## config.mk

```make
export PLATFORM = sky130hd
export DESIGN_NAME = pzbcm_fifo_data_path
export DESIGN_NICKNAME = d
export VERILOG_FILES = /design/src/rtl/pzbcm_fifo_data_path.sv
export SDC_FILE = /design/constraint.sdc
export NUM_CORES = 1
export LEC_CHECK = 0
export ABC_AREA = 1
export ABC_CLOCK_PERIOD_IN_PS = 900
export CAP_MARGIN = 15
export CORE_AREA = 3 3 40 42
export CTS_BUF_LIST = sky130_fd_sc_hd__clkbuf_8
export DETAILED_ROUTE_END_ITERATION = 8
export DIE_AREA = 0 0 43 45
export PLACE_DENSITY = 0.64
export SYNTH_ARGS = -nofsm -noshare
export SYNTH_HDL_FRONTEND = slang
export SYNTH_SLANG_ARGS = --single-unit
```

## constraint.sdc

```tcl
create_clock -name i_clk -period 0.9 [get_ports i_clk]
set_clock_uncertainty 0.1 [all_clocks]
set_input_delay 0.18 -clock i_clk [delete_from_list [all_inputs] [get_ports i_clk]]
set_output_delay 0.18 -clock i_clk [all_outputs]
set_load 0.05 [all_outputs]
```

## src/rtl/pzbcm_fifo_data_path.sv

```systemverilog
// pzbcm_fifo_data_path: FIFO word storage, head-of-queue output stage and optional parity check
module pzbcm_fifo_data_path #(
    parameter type TYPE              = logic,
    parameter int  DEPTH             = 8,
    parameter bit  DATA_FF_OUT       = 1,
    parameter int  RAM_WORDS         = DATA_FF_OUT ? DEPTH - 1 : DEPTH,
    parameter int  RAM_POINTER_WIDTH = (RAM_WORDS >= 2) ? $clog2(RAM_WORDS) : 1,
    parameter bit  PARITY            = 0
) (
    input  logic                         i_clk,
    input  logic                         i_rst_n,
    input  logic                         i_clear,
    input  TYPE                          i_data,
    input  logic                         i_write_to_ff,
    input  logic                         i_write_to_ram,
    input  logic [RAM_POINTER_WIDTH-1:0] i_write_pointer,
    input  logic                         i_read_from_ram,
    input  logic [RAM_POINTER_WIDTH-1:0] i_read_pointer,
    output TYPE                          o_data,
    output logic                         o_parity_error,
    input  logic                         i_check
);
    localparam int W  = $bits(TYPE);
    localparam int SW = W + (PARITY ? 1 : 0);

    logic [W-1:0]                 in_bits;
    logic [SW-1:0]                wr_word;
    logic [SW-1:0]                rd_word;
    logic [SW-1:0]                out_word;
    logic [RAM_POINTER_WIDTH-1:0] wr_ptr;
    logic [RAM_POINTER_WIDTH-1:0] rd_ptr;
    logic [SW-1:0]                ram [RAM_WORDS];
    logic                         unused_ok;

    assign in_bits   = i_data;
    assign unused_ok = ^{i_write_pointer, i_read_pointer, i_write_to_ff, i_read_from_ram, i_check};

    // The stored word carries its even-parity bit on top when parity is enabled
    if (PARITY) begin : g_wr_par
        assign wr_word = {^in_bits, in_bits};
    end else begin : g_wr_raw
        assign wr_word = in_bits;
    end

    // A single-entry RAM has no meaningful address, so entry 0 is always used
    assign wr_ptr  = (RAM_WORDS == 1) ? '0 : i_write_pointer;
    assign rd_ptr  = (RAM_WORDS == 1) ? '0 : i_read_pointer;
    assign rd_word = ram[rd_ptr];

    // RAM write port; no reset, contents are don't-care until written
    always_ff @(posedge i_clk) begin
        if (i_write_to_ram) ram[wr_ptr] <= wr_word;
    end

    if (DATA_FF_OUT) begin : g_ff
        logic [SW-1:0] data_ff;
        // Head register: clear wins, then a direct push, then a refill from RAM
        always_ff @(posedge i_clk or negedge i_rst_n) begin
            if (!i_rst_n)             data_ff <= '0;
            else if (i_clear)         data_ff <= '0;
            else if (i_write_to_ff)   data_ff <= wr_word;
            else if (i_read_from_ram) data_ff <= rd_word;
        end
        assign out_word = data_ff;
        a_steer_exclusive: assert property (@(posedge i_clk) disable iff (!i_rst_n)
            !(i_write_to_ff && i_read_from_ram));
    end else begin : g_comb
        assign out_word = rd_word;
    end

    assign o_data = out_word[W-1:0];

    if (PARITY) begin : g_par
        logic err;
        // Sticky flag: any odd-parity presented word under i_check sets it until clear/reset
        always_ff @(posedge i_clk or negedge i_rst_n) begin
            if (!i_rst_n)                    err <= 1'b0;
            else if (i_clear)                err <= 1'b0;
            else if (i_check && ^out_word)   err <= 1'b1;
        end
        assign o_parity_error = err;
    end else begin : g_no_par
        assign o_parity_error = 1'b0;
    end

    if (RAM_WORDS > 1) begin : g_ptr_chk
        a_wr_ptr_range: assert property (@(posedge i_clk) disable iff (!i_rst_n)
            i_write_to_ram |-> (int'(i_write_pointer) < RAM_WORDS));
        a_rd_ptr_range: assert property (@(posedge i_clk) disable iff (!i_rst_n)
            (i_read_from_ram || !DATA_FF_OUT) |-> (int'(i_read_pointer) < RAM_WORDS));
    end
endmodule

```

# Yosys cells after proc, flatten, opt, wreduce, memory -nomap -nowiden
# Memories as Yosys holds them, arrays and structs flattened.
# Cells that the tools add are included.
# Widths: inputs -> output; s select.
# classes
n_mux,5
reduce_logical,1
# ops
cell,n
$mux 1,5
$reduce_bool 3->1,1
# word_totals
ff_bits,1
mem_bits_rw,7
in_bits,14
out_inout_bits,2
word_cells,8
mem_count,1
# mem_list
memory,depth,word_bits,rd,rd_clocked_by_memory_dff,wr,line_no,text
ram,7,1,1,0,1,32,logic [SW-1:0] ram [RAM_WORDS];

# Depth between registers and ports, before layout
# An unclocked memory read counts as a cell.
# logic_depth
ltp_word,4
mapped_depth,7
depth_no_buf,7

# Worst setup path after synthesis
# Ideal clock, no wire load.
# synth_timing
kind,register to register
start,"reg, netlist name o_data"
end,reg g_ff.data_ff (netlist: o_data)
setup_ps,122
arrival_time_ps,846
required_time_ps,678
slack_ps,-168
path_stages_with_launch,3
path_buffers,0
period_less_slack_ps,1068
path_cell_list,dfrtp_1 > a21oi_1 > a21oi_2
# synth_lines
item,line_no,text
"end signal, assigned",61,else if (i_write_to_ff) data_ff <= wr_word;
"end signal, assigned",62,else if (i_read_from_ram) data_ff <= rd_word;
"end, declared",56,logic [SW-1:0] data_ff;

# Worst setup path after layout
# layout_timing
start,reg g_ff.data_ff (netlist: o_data)
end,out o_data
# layout_lines
item,line_no,text
"end, declared",19,"output TYPE o_data,"
# No word-level cell between the ends.

==> impl_metrics.ini <==
[hold_path]
holdCritPathClass = in -> reg
hp-start = i_data
hold_depth = 1

[die]
core_um2 = 1280
dieArea_um2 = 1940
ios = 16
initial_core_util_pct = 31.9
die_h_um = 45
die_x_um = 43
rows = 13

[global_route]
grt_overflow_total = 0
grt_use_total_pct = 9.45
grt_first_pass_wirelength_mm = 1.24
antenna_found_initial = 0
grt_max_degree = 9
grt_pass1_vias = 333

[setup_path]
rr_worst_depth = 6
crit_fanout = 2
path_class = reg -> out
crit_family = flip-flops
reg2reg_from = ram[3]
r2r_slack_ps = -70
cpPeakStageDelay_ps = 420
critPathLaunch = o_data
cp_cell_sequence = buf_12
required_ps = 620
start_kind = flop
path_buf_inv = 1
setup.worst_path.end_class = output pin
critPathArrivalTime_ps = 800
crit_slowest_cell = dfrtp_2
critical_path_depth = 1

[power_and_ir_drop]
powerDensity_nw_per_um2 = 1590
finalPower_mw = 1.01
worst_ir_drop_vdd_mv = 0.881
leakage_nw = 0.289

[placed_design]
place_ws_ps = -477
dp_hpwl_um = 606
io_buffers = 13
place_congestion = 0.765
dpl-instance-area_um2 = 567

[cts]
clk_latency_ps = 230
post-cts-setup-buffers = 0
htree_levels = 1
cts_made_buffers = 3
cts.path.max_buffers = 2
cts_sinks = 8
cts_tree = done
clk_pin_slew_ps = 40
clock-root-buffer = clkbuf_8

[timing]
setup_slack_ps = -176
whs_ps = 236
setup_violations = 2
fin_crit_sh_pct = 120
hold_viol = 0
rsz0062_at_grt = yes
period_minus_slack_ps = 1080
max_freq_ghz = 0.929
slew_viol_final = 0

[final_layout]
drive_gt1_share_pct = 29.2
area_delta_synth_final_pct = 55.8
diodes = 0
fin_area_um2 = 639
final_nets = 80
final_util_pct = 49.8

[drt]
num_vias = 350
drc = 0
vias_per_cell = 4.38
wl_um = 784
drt_iter0_drc = 2
first_pass_iters = 2
wl_per_cell_um = 9.80
ant_nets = 0

[synth]
yosys_warnings = 0
synthDistinctLibCells = 14
yosysSeqAreaShare_pct = 57.3
syn-cell-area_um2 = 410
syn_nets = 62
ys_ff_latch = 8
syn_avg_cell_area_um2 = 8.55
netlist_instances = 48

[outcome]
violations = setup timing
outcome = complete, but fails checks

[job]
max_cap_viol_count = 0
-- stage by stage --
step           cells  setup TNS [ps]
2_1_floorplan     48           -31.9
3_3_place_gp      75           -4660
3_5_place_dp      75           -4800
4_1_cts           80            -260
5_1_grt           80            -312
6_report          80            -245
-- synthesized netlist by cell type --
| library cell | count | area, um2 |
|---|---|---|
| nand3_2 | 1 | 10.0 |
| buf_4 | 1 | 7.51 |
| nand2_1 | 14 | 52.6 |
| inv_1 | 7 | 26.3 |
| nor2_1 | 8 | 30.0 |
| conb_1 | 1 | 3.75 |
| edfxtp_1 | 7 | 210 |
| clkinv_1 | 1 | 3.75 |
| nand3_1 | 3 | 15.0 |
| o21bai_1 | 1 | 7.51 |
| nor3_1 | 1 | 5.00 |
| a21oi_2 | 1 | 8.76 |
| a21oi_1 | 1 | 5.00 |
| dfrtp_1 | 1 | 25.0 |
-- layout by cell type (no fill, tap or decap), drive strengths merged --
cell type / count
nand2: 14
nor2: 8
inv: 8
dlygate4sd2: 7
edfxtp: 7
clkdlybuf4s50: 4
nand3: 4
clkbuf: 3
a21oi: 2
nor3: 1
clkinv: 1
o21bai: 1
conb: 1
dlygate4sd3: 1
dlymetal6s2s: 1
dfrtp: 1
buf: 1
-- flip-flops by register name (all words and copies together) (netlist names) --
name	count
ram	7
o_data	1
-- where the power goes --
group	total, mW	internal [mW]	switching, mW
Sequential	0.428	0.421	0.00691
Clock	0.429	0.295	0.134
Combinational	0.157	0.0742	0.0830
Total	1.01	0.790	0.224
-- repair_timing --
item / CTS / global route
pin swaps: 7 / 5
gates cloned: 0 / 0
resized for setup: 13 / 6
hold buffers: 1 / 0
endpoints found under the setup margin: 9 / 12
hold endpoints to repair: 1 / 0
-- logic make-up after synthesis --
group	synth area share [%]
AO/OA/AOI/OAI	5.18
AND/OR/NAND/NOR	27.4
other	0.914
flip-flops	57.3
buffers and inverters	9.15
-- worst reg2reg max path, cell delays in order, from the launching register on --
cell,delay [ps]
edfxtp_1,350
nand2_1,70
nand3_1,90
nand3_2,70
nand2_1,60
nand2_2,60
a21oi_2,50
-- per-layer routing --
layer / global-route usage, % / routed length (um) / vias to the layer above
li1: - / - / 183
met5: 0 / 0 / -
met4: 10.8 / 38 / 0
met3: 3.19 / 54 / 4
met1: 9.52 / 336 / 151
met2: 14.4 / 354 / 12
-- final timing paths --
kind                          end
max                        o_data
max in group asynchronous  o_data
max reg2reg                o_data
min in group asynchronous  o_data
min reg2reg                o_data
min                        ram[2]
-- layout make-up --
class / instances / area [um2]
inverter: 8 / 31.3
clock inverter: 1 / 3.75
multi-input combinational: 31 / 164
fill: 124 / 646
sequential: 8 / 236
clock buffer: 3 / 41.3
tap: 15 / 18.8
timing repair buffer: 14 / 144
Power figures use the tool's default switching activity.
